## src/rtl/acc_cpu_pkg.sv

```systemverilog
// Shared types for the accumulator core: opcodes, SYS sub-codes, FSM states
// and the ALU operation encoding.
package acc_cpu_pkg;

  typedef enum logic [2:0] {
    OP_LD  = 3'd0,
    OP_ST  = 3'd1,
    OP_ADD = 3'd2,
    OP_SUB = 3'd3,
    OP_AND = 3'd4,
    OP_JMP = 3'd5,
    OP_JZ  = 3'd6,
    OP_SYS = 3'd7
  } opcode_e;

  localparam logic SYS_OUT  = 1'b0;
  localparam logic SYS_HALT = 1'b1;

  typedef enum logic [2:0] {
    S_FETCH,
    S_DECODE,
    S_READ,
    S_WRITE,
    S_OUT,
    S_HALT
  } state_e;

  typedef enum logic [1:0] {
    ALU_PASS,
    ALU_ADD,
    ALU_SUB,
    ALU_AND
  } alu_op_e;

  function automatic alu_op_e alu_op_of(input opcode_e op);
    case (op)
      OP_ADD:  return ALU_ADD;
      OP_SUB:  return ALU_SUB;
      OP_AND:  return ALU_AND;
      default: return ALU_PASS;
    endcase
  endfunction

endpackage

```

## src/rtl/acc_cpu_if.sv

```systemverilog
// Memory req/ready bus and output valid/ready stream of the accumulator core.
interface acc_cpu_if #(
  parameter int DATA_W = 18,
  parameter int ADDR_W = 13
) ();
  logic              mem_req;
  logic              mem_we;
  logic [ADDR_W-1:0] mem_addr;
  logic [DATA_W-1:0] mem_wdata;
  logic              mem_ready;
  logic [DATA_W-1:0] mem_rdata;
  logic              out_valid;
  logic [DATA_W-1:0] out_data;
  logic              out_ready;

  modport master (
    output mem_req, mem_we, mem_addr, mem_wdata,
    input  mem_ready, mem_rdata,
    output out_valid, out_data,
    input  out_ready
  );

  modport slave (
    input  mem_req, mem_we, mem_addr, mem_wdata,
    output mem_ready, mem_rdata,
    input  out_valid, out_data,
    output out_ready
  );
endinterface

```

## src/rtl/acc_cpu_alu.sv

```systemverilog
// Combinational ALU: pass-through of the memory operand, ADD, SUB, AND,
// with result-zero and signed-overflow flags.
module acc_cpu_alu
  import acc_cpu_pkg::*;
#(
  parameter int DATA_W = 18
) (
  input  alu_op_e           op,
  input  logic [DATA_W-1:0] a,
  input  logic [DATA_W-1:0] b,
  output logic [DATA_W-1:0] y,
  output logic              zero,
  output logic              ovf
);

  always_comb begin
    y   = b;
    ovf = 1'b0;
    case (op)
      ALU_ADD: begin
        y   = a + b;
        ovf = (a[DATA_W-1] == b[DATA_W-1]) && (y[DATA_W-1] != a[DATA_W-1]);
      end
      ALU_SUB: begin
        y   = a - b;
        ovf = (a[DATA_W-1] != b[DATA_W-1]) && (y[DATA_W-1] != a[DATA_W-1]);
      end
      ALU_AND: y = a & b;
      default: y = b;
    endcase
  end

  assign zero = (y == '0);

endmodule

```

## src/rtl/acc_cpu_core.sv

```systemverilog
// Multicycle accumulator core with req/ready memory, valid/ready output stream
// and clock enable. Define ACC_CPU_OVF_TRAP_EN to halt with trap on ADD/SUB overflow.
module acc_cpu_core
  import acc_cpu_pkg::*;
#(
  parameter int                DATA_W   = 18,
  parameter int                ADDR_W   = 13,
  parameter logic [ADDR_W-1:0] RESET_PC = '0
) (
  input  logic              clk,
  input  logic              reset,
  input  logic              ce,
  acc_cpu_if.master         bus,
  output logic              halted,
  output logic              trap,
  output logic [ADDR_W-1:0] pc_dbg
);

  state_e            state_q, state_d;
  logic [ADDR_W-1:0] pc_q, pc_d, mem_addr_q, mem_addr_d;
  logic [DATA_W-1:0] ac_q, ac_d, ir_q, ir_d, mem_wdata_q, mem_wdata_d, out_data_q, out_data_d;
  logic              mem_req_q, mem_req_d, mem_we_q, mem_we_d;
  logic              out_valid_q, out_valid_d, halted_q, halted_d;
  logic              fetch_next;

  opcode_e           opcode;
  logic [ADDR_W-1:0] operand;
  alu_op_e           alu_op;
  logic [DATA_W-1:0] alu_b, alu_y;
  logic              alu_zero, alu_ovf;

  assign opcode  = opcode_e'(ir_q[DATA_W-1 -: 3]);
  assign operand = ir_q[ADDR_W-1:0];

  // Outside READ the ALU passes AC through, so its zero flag serves JZ.
  assign alu_op = (state_q == S_READ) ? alu_op_of(opcode) : ALU_PASS;
  assign alu_b  = (state_q == S_READ) ? bus.mem_rdata : ac_q;

  acc_cpu_alu #(.DATA_W(DATA_W)) u_alu (
    .op   (alu_op),
    .a    (ac_q),
    .b    (alu_b),
    .y    (alu_y),
    .zero (alu_zero),
    .ovf  (alu_ovf)
  );

  if (DATA_W > ADDR_W + 3) begin : g_ir_pad
    logic unused_ir_pad;
    assign unused_ir_pad = ^ir_q[DATA_W-4:ADDR_W];
  end

`ifdef ACC_CPU_OVF_TRAP_EN
  logic trap_q, trap_d;
  assign trap = trap_q;
`else
  logic unused_alu_ovf;
  assign unused_alu_ovf = alu_ovf;
  assign trap = 1'b0;
`endif

  always_comb begin
    state_d     = state_q;
    pc_d        = pc_q;
    ac_d        = ac_q;
    ir_d        = ir_q;
    mem_req_d   = mem_req_q;
    mem_we_d    = mem_we_q;
    mem_addr_d  = mem_addr_q;
    mem_wdata_d = mem_wdata_q;
    out_valid_d = out_valid_q;
    out_data_d  = out_data_q;
    halted_d    = halted_q;
    fetch_next  = 1'b0;
`ifdef ACC_CPU_OVF_TRAP_EN
    trap_d      = trap_q;
`endif
    case (state_q)
      S_FETCH: begin
        // Only after reset does FETCH start without a request already raised.
        if (!mem_req_q) begin
          mem_req_d  = 1'b1;
          mem_we_d   = 1'b0;
          mem_addr_d = pc_q;
        end else if (bus.mem_ready) begin
          ir_d      = bus.mem_rdata;
          pc_d      = pc_q + ADDR_W'(1);
          mem_req_d = 1'b0;
          state_d   = S_DECODE;
        end
      end
      S_DECODE: begin
        case (opcode)
          OP_JMP: begin
            pc_d       = operand;
            fetch_next = 1'b1;
          end
          OP_JZ: begin
            if (alu_zero) pc_d = operand;
            fetch_next = 1'b1;
          end
          OP_LD, OP_ADD, OP_SUB, OP_AND: begin
            state_d    = S_READ;
            mem_req_d  = 1'b1;
            mem_we_d   = 1'b0;
            mem_addr_d = operand;
          end
          OP_ST: begin
            state_d     = S_WRITE;
            mem_req_d   = 1'b1;
            mem_we_d    = 1'b1;
            mem_addr_d  = operand;
            mem_wdata_d = ac_q;
          end
          default: begin
            if (operand[0] == SYS_HALT) begin
              state_d  = S_HALT;
              halted_d = 1'b1;
            end else begin
              state_d     = S_OUT;
              out_valid_d = 1'b1;
              out_data_d  = ac_q;
            end
          end
        endcase
      end
      S_READ: begin
        if (bus.mem_ready) begin
          mem_req_d = 1'b0;
`ifdef ACC_CPU_OVF_TRAP_EN
          if (alu_ovf) begin
            state_d  = S_HALT;
            halted_d = 1'b1;
            trap_d   = 1'b1;
          end else begin
            ac_d       = alu_y;
            fetch_next = 1'b1;
          end
`else
          ac_d       = alu_y;
          fetch_next = 1'b1;
`endif
        end
      end
      S_WRITE: begin
        if (bus.mem_ready) fetch_next = 1'b1;
      end
      S_OUT: begin
        if (bus.out_ready) begin
          out_valid_d = 1'b0;
          fetch_next  = 1'b1;
        end
      end
      default: ;
    endcase
    // Raise the next instruction fetch in the same edge that finishes the current one.
    if (fetch_next) begin
      state_d    = S_FETCH;
      mem_req_d  = 1'b1;
      mem_we_d   = 1'b0;
      mem_addr_d = pc_d;
    end
  end

  always_ff @(posedge clk) begin
    if (reset) begin
      state_q     <= S_FETCH;
      pc_q        <= RESET_PC;
      ac_q        <= '0;
      ir_q        <= '0;
      mem_req_q   <= 1'b0;
      mem_we_q    <= 1'b0;
      mem_addr_q  <= '0;
      mem_wdata_q <= '0;
      out_valid_q <= 1'b0;
      out_data_q  <= '0;
      halted_q    <= 1'b0;
`ifdef ACC_CPU_OVF_TRAP_EN
      trap_q      <= 1'b0;
`endif
    end else if (ce) begin
      state_q     <= state_d;
      pc_q        <= pc_d;
      ac_q        <= ac_d;
      ir_q        <= ir_d;
      mem_req_q   <= mem_req_d;
      mem_we_q    <= mem_we_d;
      mem_addr_q  <= mem_addr_d;
      mem_wdata_q <= mem_wdata_d;
      out_valid_q <= out_valid_d;
      out_data_q  <= out_data_d;
      halted_q    <= halted_d;
`ifdef ACC_CPU_OVF_TRAP_EN
      trap_q      <= trap_d;
`endif
    end
  end

  assign bus.mem_req   = mem_req_q;
  assign bus.mem_we    = mem_we_q;
  assign bus.mem_addr  = mem_addr_q;
  assign bus.mem_wdata = mem_wdata_q;
  assign bus.out_valid = out_valid_q;
  assign bus.out_data  = out_data_q;
  assign halted        = halted_q;
  assign pc_dbg        = pc_q;

endmodule

```

## src/flat_wrapper.sv

```systemverilog
// flat-port wrapper written by rule: the top's interface ports become plain ports
module acc_cpu_core_flat import acc_cpu_pkg::*;
#(
  parameter int                DATA_W   = 18,
  parameter int                ADDR_W   = 13,
  parameter logic [ADDR_W-1:0] RESET_PC = '0
)
  (clk, reset, ce, halted, trap, pc_dbg, bus_mem_req, bus_mem_we, bus_mem_addr, bus_mem_wdata, bus_mem_ready, bus_mem_rdata, bus_out_valid, bus_out_data, bus_out_ready);
  acc_cpu_if #(.DATA_W(DATA_W), .ADDR_W(ADDR_W)) bus_i ();
  input  logic clk;
  input  logic reset;
  input  logic ce;
  output logic halted;
  output logic trap;
  output logic [ADDR_W-1:0] pc_dbg;
  output wire logic [$bits(bus_i.mem_req)-1:0] bus_mem_req;
  output wire logic [$bits(bus_i.mem_we)-1:0] bus_mem_we;
  output wire logic [$bits(bus_i.mem_addr)-1:0] bus_mem_addr;
  output wire logic [$bits(bus_i.mem_wdata)-1:0] bus_mem_wdata;
  input wire logic [$bits(bus_i.mem_ready)-1:0] bus_mem_ready;
  input wire logic [$bits(bus_i.mem_rdata)-1:0] bus_mem_rdata;
  output wire logic [$bits(bus_i.out_valid)-1:0] bus_out_valid;
  output wire logic [$bits(bus_i.out_data)-1:0] bus_out_data;
  input wire logic [$bits(bus_i.out_ready)-1:0] bus_out_ready;
  assign bus_mem_req = bus_i.mem_req;
  assign bus_mem_we = bus_i.mem_we;
  assign bus_mem_addr = bus_i.mem_addr;
  assign bus_mem_wdata = bus_i.mem_wdata;
  assign bus_i.mem_ready = bus_mem_ready;
  assign bus_i.mem_rdata = bus_mem_rdata;
  assign bus_out_valid = bus_i.out_valid;
  assign bus_out_data = bus_i.out_data;
  assign bus_i.out_ready = bus_out_ready;
  acc_cpu_core #(.DATA_W(DATA_W), .ADDR_W(ADDR_W), .RESET_PC(RESET_PC)) u_core (.clk(clk), .reset(reset), .ce(ce), .bus(bus_i), .halted(halted), .trap(trap), .pc_dbg(pc_dbg));
endmodule
```

## config.mk

```make
export PLATFORM = sky130hd
export DESIGN_NAME = acc_cpu_core_flat
export DESIGN_NICKNAME = d
export VERILOG_FILES = /design/src/rtl/acc_cpu_pkg.sv /design/src/rtl/acc_cpu_if.sv /design/src/rtl/acc_cpu_alu.sv /design/src/rtl/acc_cpu_core.sv /design/src/flat_wrapper.sv
export SDC_FILE = /design/constraint.sdc
export NUM_CORES = 1
export LEC_CHECK = 0
export BUFFER_PORTS_ARGS = -buffer_cell sky130_fd_sc_hd__buf_4
export CAP_MARGIN = 5
export CORE_AREA = 2 2 110 112
export CTS_CLUSTER_DIAMETER = 200
export DETAILED_ROUTE_END_ITERATION = 6
export DIE_AREA = 0 0 112 114
export PLACE_DENSITY = 0.76
export SLEW_MARGIN = 20
export SYNTH_ARGS = -nofsm -noshare
export SYNTH_HDL_FRONTEND = slang
export SYNTH_SLANG_ARGS = --single-unit
```

## constraint.sdc

```tcl
create_clock -name clk -period 9 [get_ports clk]
set_clock_uncertainty 0.1 [all_clocks]
set_input_delay 1.8 -clock clk [delete_from_list [all_inputs] [get_ports clk]]
set_output_delay 1.8 -clock clk [all_outputs]
set_load 0.02 [all_outputs]
```

==> results.md, run 1 <==
| Step | Result | Reported |
|:---|:---|:---|
| grt | Number of global-route vias before repair | 6279 |
| final layout | Utilization after layout | 0.651 |
| worst setup path | Sum of buffers and inverters on the critical path | 2 |
| job | Max-cap violation count | 0 |
| placed design | Pre-CTS WS | 1.47 ns |
| grt | Largest net degree at the start of global routing | 77 |
| timing | Final Max Tran Viols | 0 |
| clock tree | Cells resized by post-CTS repair | 0 |
| routing | Number of detailed-routing iterations run before antenna repair | 5 |
| clock tree | Latest clock arrival within the worst-skew pair | 0.36 ns |
| placed design | Count of buffers from port buffering | 88 |
| final layout | Synthesis-to-finish area growth | 14.6% |
| final layout | Leading cell type in the layout, fill and taps excluded | sky130_fd_sc_hd__nand2_1 |
| grt | First-pass GRT wire length | 32.0 mm |
| worst setup path | Critical Path End Type | flop |
| placed design | Final Wtd Congestion | 0.922 |
| clock tree | CTS buffer count | 9 |
| timing | Period utilisation layout | 0.803 |
| timing | Final number of hold-violating endpoints | 0 |
| routing | Count of unresolved DRC violations after routing | 0 |
| grt | Initial antenna violation count | 0 |
| power and ir drop | Highest ir drop seen on vdd | 0.141 mV |
| synthesis | Mean instance size in the synthesized netlist | 7.38 sq um |
| routing | Initial DRC Count | 730 |
| min path | Hold Path Class | reg2reg |
| timing | Transition at the pin with the smallest max-transition slack | 1.13 ns |
| grt | Sum of overflow across all layers after global routing | 0 |
| timing | Final worst setup slack | 1.77 ns |
| die | Core footprint | 0.0117 sq mm |
| status | Status | complete, no violations |
| power and ir drop | Total power density per cell area | 139 mW/mm^2 |
| synthesis | Number of warnings issued by yosys | 0 |
| worst setup path | Type of origin of the critical path | input port |
| synthesis | Count of state elements after synthesis | 103 |
| final layout | Antenna Cells | 0 |
| worst setup path | Crit Path Max Fanout | 10 |
| worst setup path | Crit path cell chain | buf_4, mux2i_2, and4_4, nor2b_1, and2_1, a21oi_1, xor2_1, ha_1, and3_1, a311o_1, or3_1, a31o_2, a211o_1, or4_4, o41ai_4, buf_4, mux2_2, a222oi_1, a211oi_1 |
| power and ir drop | Leakage | 2.88 nW |
| routing | Remaining antenna violation count | 0 |
| synthesis | Cell accounting for the most synthesized area | sky130_fd_sc_hd__dfxtp_1 |
| clock tree | Max Root-Sink Buffers | 2 |
| routing | Post-Route WL | 20.1 mm |
| synthesis | Cell Area, Synth | 0.00665 sq mm |
| synthesis | Distinct cell type count of the synthesized netlist | 72 |
| die | Top Ports | 90 |
| timing | Minimum hold slack | 0.356 ns |
| grt | Total global routing track utilization | 0.310 |
| synthesis | Number of instances in the synthesized netlist | 901 |
| worst setup path | CP max stage cell | sky130_fd_sc_hd__o41ai_4 |
| synthesis | Syn nets | 947 |
| timing | Number of endpoints failing setup at the final stage | 0 |
| synthesis | Share of flip-flops with an asynchronous set or reset after synthesis | 0 |
| clock tree | Hold buffer count at cts | 0 |
| clock tree | Master cell of the clock root buffer | sky130_fd_sc_hd__clkbuf_16 |
| synthesis | Primary FF master, synth | sky130_fd_sc_hd__dfxtp_1 |
| routing | WL/cell | 18.3 um |
| worst setup path | Class of the most critical setup path | in2reg |
| clock tree | Setup Buffers After CTS | 0 |
| final layout | Footprint of the multi-input gates | 0.00428 sq mm |
| final layout | Fin nets | 991 |
| die | Floorplan die height | 114 um |
| routing | Total via count in the routed design | 6922 |
| clock tree | Register clock-pin slew on the reported worst setup and hold paths | 0.07 ns |
| die | Die Area | 0.0128 sq mm |
| final layout | Layout cell share with drive strength beyond 1 | 0.146 |
| power and ir drop | Sum of internal, switching and leakage power | 1.06 mW |
| placed design | HPWL Detailed | 13.9 mm |
| clock tree | Clock tree from TritonCTS | done |
| routing | Via density | 6.31 |
| worst setup path | Data arrival at the endpoint of the critical path | 7.33 ns |
| final layout | Sequential cell area | 0.00206 sq mm |
| timing | Timing-limited maximum frequency | 0.138 GHz |
| synthesis | Cells taking the most area after synthesis | sky130_fd_sc_hd__dfxtp_1, sky130_fd_sc_hd__nand2_1, sky130_fd_sc_hd__a21oi_1 |
| timing | Min Clock Period, post-route | 7.23 ns |
| final layout | Count of filler cells inserted in the layout | 1021 |
| worst setup path | Required time reported for the critical path endpoint | 9.10 ns |
| timing | Relative max-transition margin | 0.245 |
| die | Die extent in x | 112 um |
| clock tree | Number of H-tree branching levels | 3 |
| final layout | Most frequent cells in the layout | sky130_fd_sc_hd__nand2_1, sky130_fd_sc_hd__a21oi_1, sky130_fd_sc_hd__dfxtp_1 |
| worst setup path | Delay contributed by the slowest stage of the critical path | 0.63 ns |
| timing | RSZ-0062 raised after global routing | false |
| synthesis | Seq/Total Area, Yosys | 0.310 |
| timing | Final sum of negative setup slack | 0 ns |
| worst setup path | Delay-heaviest family, CP | compound AO/OA/AOI/OAI gates |
| die | Effective utilization at floorplan | 0.568 |
| die | Number of rows created at floorplan | 40 |
| synthesis | Number of enable flip-flop cells after synthesis | 0 |
| worst setup path | Cell type with the highest occurrence count on the critical path | sky130_fd_sc_hd__buf_4 |
| synthesis | Yosys top cell area share | 0.310 |
| clock tree | Number of sinks on the clock net | 103 |
-- layer usage --
metal | GRT usage | share of wire | up-vias
met5 | 0 | 0 | -
met4 | 0.140 | 0.036 | 0
met3 | 0.0584 | 0.077 | 56
met2 | 0.505 | 0.47 | 308
met1 | 0.401 | 0.42 | 3206
li1 | - | - | 3352
-- Yosys cell counts (all sizes together) (5+ instances only) --
cell	n
o21ai	40
a31o	5
and3	12
and2	7
nand2b	6
ha	22
o31ai	6
a2111oi	8
buf	15
a31oi	10
nor3	23
clkbuf	48
o22ai	16
nor2	80
nand3b	5
nand3	47
xnor2	7
dfxtp	103
a21oi	109
nand2	151
o221ai	5
nand4	12
a311oi	8
mux2i	24
a21o	9
nor2b	9
inv	16
or3	6
a211oi	20
xor2	19
a221oi	5
-- worst min-delay path, cell delays in order, from the launching register on --
cell	delay [ns]
sky130_fd_sc_hd__dfxtp_1	0.31
sky130_fd_sc_hd__nand2_1	0.05
sky130_fd_sc_hd__a21oi_1	0.05
-- power breakdown --
part	total, mW	internal, mW	switching [mW]	leakage [nW]
Combinational	0.179	0.0683	0.111	1.91
Clock	0.405	0.219	0.186	0.139
Sequential	0.473	0.463	0.0104	0.833
-- kinds of logic after synthesis --
| family | count (synthesis) | share of synthesized area |
|---|---|---|
| adders and majority gates | 23 | 0.0444 |
| DFF | 103 | 0.310 |
| xor gates and xnor gates | 26 | 0.0342 |
| other | 1 | 0.000564 |
| buffers and inverters | 81 | 0.0514 |
| muxes | 27 | 0.0423 |
| and+or+nand+nor | 374 | 0.257 |
| AOI/OAI and AO/OA | 266 | 0.260 |
-- per-stage QoR --
step,std cells,instance area [sq um]
after floorplan,901,6650
after global placement,1081,7310
after detailed placement,1081,7310
after CTS,1097,7620
after global routing,1097,7620
final,1097,7620
-- final timing paths --
| kind | endpoint | cells past startpoint | from | slack (ns) |
|---|---|---|---|---|
| worst max-delay path | u_core.pc_dbg[1] | 19 | bus_mem_rdata[3] | 1.77 |
| worst min-delay path | u_core.bus.mem_wdata[10] | 2 | u_core.bus.mem_wdata[10] | 0.36 |
| worst max register to register | u_core.pc_dbg[1] | 20 | u_core.state_q[1] | 1.88 |
| worst min register to register | u_core.bus.mem_wdata[10] | 2 | u_core.bus.mem_wdata[10] | 0.36 |
-- area by class of cell --
cell class / count / area share
sequential: 103 / 0.271
clock buffer: 9 / 0.0296
clock inverter: 7 / 0.0103
inverter: 18 / 0.00887
tap: 147 / 0.0241
timing repair buffer: 96 / 0.0946
multi-input combinational: 717 / 0.562
-- flip-flops by register name (all words and copies together), names as in the netlist --
signal                cells
u_core.ac_q              18
u_core.bus.mem_wdata     18
u_core.bus.out_data      18
u_core.ir_q              16
u_core.bus.mem_addr      13
u_core.pc_dbg            13
u_core.state_q            3
u_core.bus.mem_req        1
u_core.bus.mem_we         1
u_core.bus.out_valid      1
u_core.halted             1
Note: power is estimated with default switching activity, not from simulation.
==> run 2, diff against run 1 <==
--- a/config.mk
+++ b/config.mk
@@ -7,11 +7,11 @@
 export LEC_CHECK = 0
 export BUFFER_PORTS_ARGS = -buffer_cell sky130_fd_sc_hd__buf_4
 export CAP_MARGIN = 5
-export CORE_AREA = 2 2 110 112
+export CORE_AREA = 2 2 116 118
 export CTS_CLUSTER_DIAMETER = 200
 export DETAILED_ROUTE_END_ITERATION = 6
-export DIE_AREA = 0 0 112 114
-export PLACE_DENSITY = 0.76
+export DIE_AREA = 0 0 118 120
+export PLACE_DENSITY = 0.72
 export SLEW_MARGIN = 20
 export SYNTH_ARGS = -nofsm -noshare
 export SYNTH_HDL_FRONTEND = slang
==> constraint.sdc (replaced) <==
create_clock -name clk -period 6 [get_ports clk]
set_clock_uncertainty 0.1 [all_clocks]
set_input_delay 1.2 -clock clk [delete_from_list [all_inputs] [get_ports clk]]
set_output_delay 1.2 -clock clk [all_outputs]
set_load 0.02 [all_outputs]
==> results.md, run 2 (same netlist as run 1, synthesis figures left out) <==
| Step | Result | Reported |
|:---|:---|:---|
| final layout | Most frequent cells in the layout | sky130_fd_sc_hd__buf_4, sky130_fd_sc_hd__nand2_1, sky130_fd_sc_hd__a21oi_1 |
| timing | Timing-limited maximum frequency | 0.172 GHz |
| clock tree | Number of H-tree branching levels | 3 |
| clock tree | CTS buffer count | 9 |
| clock tree | Hold buffer count at cts | 0 |
| routing | Total via count in the routed design | 7178 |
| worst setup path | Crit Path Max Fanout | 7 |
| worst setup path | Worst Reg2Reg Path Length in Cells | 20 |
| routing | Via density | 6.05 |
| timing | Transition at the pin with the smallest max-transition slack | 1.11 ns |
| grt | Sum of overflow across all layers after global routing | 0 |
| timing | Final number of hold-violating endpoints | 0 |
| grt | Largest net degree at the start of global routing | 93 |
| clock tree | Number of sinks on the clock net | 103 |
| final layout | Fin nets | 1053 |
| routing | Remaining antenna violation count | 0 |
| grt | Initial antenna violation count | 0 |
| worst setup path | Delay contributed by the slowest stage of the critical path | 0.45 ns |
| placed design | HPWL Detailed | 14.9 mm |
| min path | Hold Path Class | reg2reg |
| worst setup path | Register-to-register setup slack | 0.26 ns |
| power and ir drop | Leakage | 3.23 nW |
| timing | Minimum hold slack | 0.348 ns |
| final layout | Synthesis-to-finish area growth | 23.5% |
| clock tree | Latest clock arrival within the worst-skew pair | 0.35 ns |
| die | Core footprint | 0.0130 sq mm |
| worst setup path | Worst setup path endpoint | u_core.pc_dbg[6] |
| worst setup path | CP max stage cell | sky130_fd_sc_hd__or4_4 |
| placed design | Placed cell area | 0.00781 sq mm |
| worst setup path | Critical Path End Type | flop |
| final layout | Layout cell share with drive strength beyond 1 | 0.210 |
| grt | Number of global-route vias before repair | 6761 |
| worst setup path | Cell type with the highest occurrence count on the critical path | sky130_fd_sc_hd__buf_4 |
| final layout | Leading cell type in the layout, fill and taps excluded | sky130_fd_sc_hd__buf_4 |
| routing | Number of detailed-routing iterations run before antenna repair | 5 |
| timing | Min Clock Period, post-route | 5.80 ns |
| die | Effective utilization at floorplan | 0.512 |
| worst setup path | Class of the most critical setup path | in2reg |
| die | Die Area | 0.0142 sq mm |
| die | Top Ports | 90 |
| clock tree | Clock tree from TritonCTS | done |
| worst setup path | R2R Path Start | u_core.state_q[2] |
| routing | Count of unresolved DRC violations after routing | 0 |
| die | Floorplan die height | 120 um |
| routing | WL/cell | 18.0 um |
| die | Number of rows created at floorplan | 42 |
| status | Status | complete, no violations |
| placed design | Count of buffers from port buffering | 88 |
| grt | Total global routing track utilization | 0.297 |
| final layout | Antenna Cells | 0 |
| clock tree | Max Root-Sink Buffers | 2 |
| routing | Initial DRC Count | 602 |
| grt | First-pass GRT wire length | 34.0 mm |
| power and ir drop | Total power density per cell area | 203 mW/mm^2 |
| timing | Final Max Tran Viols | 0 |
| routing | Post-Route WL | 21.4 mm |
| power and ir drop | Highest ir drop seen on vdd | 0.260 mV |
| worst setup path | Data arrival at the endpoint of the critical path | 5.90 ns |
| die | Die extent in x | 118 um |
| timing | Number of endpoints failing setup at the final stage | 0 |
| timing | Period utilisation layout | 0.967 |
| final layout | Utilization after layout | 0.633 |
| timing | Final sum of negative setup slack | 0 ns |
| timing | Relative max-transition margin | 0.259 |
| clock tree | Register clock-pin slew on the reported worst setup and hold paths | 0.07 ns |
| clock tree | Master cell of the clock root buffer | sky130_fd_sc_hd__clkbuf_16 |
| worst setup path | Crit path cell chain | buf_4, nor3_4, mux2_4, and4_4, nor2b_4, and2_4, a21oi_1, xor2_1, ha_1, a21o_1, a311o_1, or3_1, a31o_2, a211o_1, or4_4, o41ai_4, buf_4, a21oi_2, a2111oi_2, nor3_1 |
| final layout | Finished layout cell area | 0.00821 sq mm |
| worst setup path | CP startpoint | bus_mem_rdata[2] |
| power and ir drop | Sum of internal, switching and leakage power | 1.67 mW |
| worst setup path | Type of origin of the critical path | input port |
| worst setup path | Crit Reg-Reg Endpoint | u_core.pc_dbg[6] |
| worst setup path | Required time reported for the critical path endpoint | 6.10 ns |
| placed design | Final Wtd Congestion | 0.946 |
| job | Max-cap violation count | 0 |
==> run 2: where the power goes <==
| group | total [mW] | internal [mW] | switching (mW) |
|---|---|---|---|
| sequential | 0.708 | 0.694 | 0.0136 |
| combinational | 0.308 | 0.131 | 0.177 |
| clock | 0.653 | 0.388 | 0.264 |
| total | 1.67 | 1.21 | 0.455 |
==> run 2: worst min-delay path by stage <==
stage / startpoint / endpoint / depth (start not counted) / slack (ns)
final: u_core.bus.mem_addr[11] / u_core.bus.mem_addr[11] / 2 / 0.35
after global routing: u_core.bus.mem_addr[11] / u_core.bus.mem_addr[11] / 2 / 0.37
after CTS: u_core.bus.mem_addr[11] / u_core.bus.mem_addr[11] / 2 / 0.35
after detailed placement: u_core.bus.mem_addr[11] / u_core.bus.mem_addr[11] / 2 / 0.34
after global placement: u_core.bus.mem_addr[11] / u_core.bus.mem_addr[11] / 2 / 0.34
after floorplan: u_core.ir_q[8] / u_core.ir_q[8] / 2 / 0.35
==> run 2: area by class of cell <==
cell class	count	area (sq um)
clock buffers	11	253
fillers	1208	4770
clock inverters	4	77.6
repair buffers	158	1190
inverters	18	67.6
flip-flops and latches	103	2060
multi-input cells	717	4340
well taps	176	220
==> run 2: critical path, delay by kind of cell <==
family	cells	cell delay, ns
xor gates and xnor gates	1	0.17
and+or+nand+nor	7	1.63
buffers and inverters	2	0.36
AOI/OAI and AO/OA	8	1.99
muxes	1	0.19
adders and majority gates	1	0.36
==> run 2: metrics by stage <==
step | instances | worst slack [ns]
finish | 1187 | 0.198
global placement | 1172 | -0.382
floorplan | 901 | 0.0265
global route | 1187 | -0.0942
detailed placement | 1172 | -0.419
CTS | 1187 | 0.0232
==> run 2: routing by layer <==
metal  vias up  part of all wire  global-route usage
met5         -                 0                   0
met4         0             0.034               0.132
met3        60             0.069              0.0518
met2       309              0.48               0.500
met1      3347              0.42               0.374
li1       3462                 -                   -
==> run 2: timing repair <==
item	in CTS	in global routing
setup endpoints to repair	7	23
pin swaps	0	14
gates cloned	0	0
buffers inserted	0	1
resized for setup	1	16
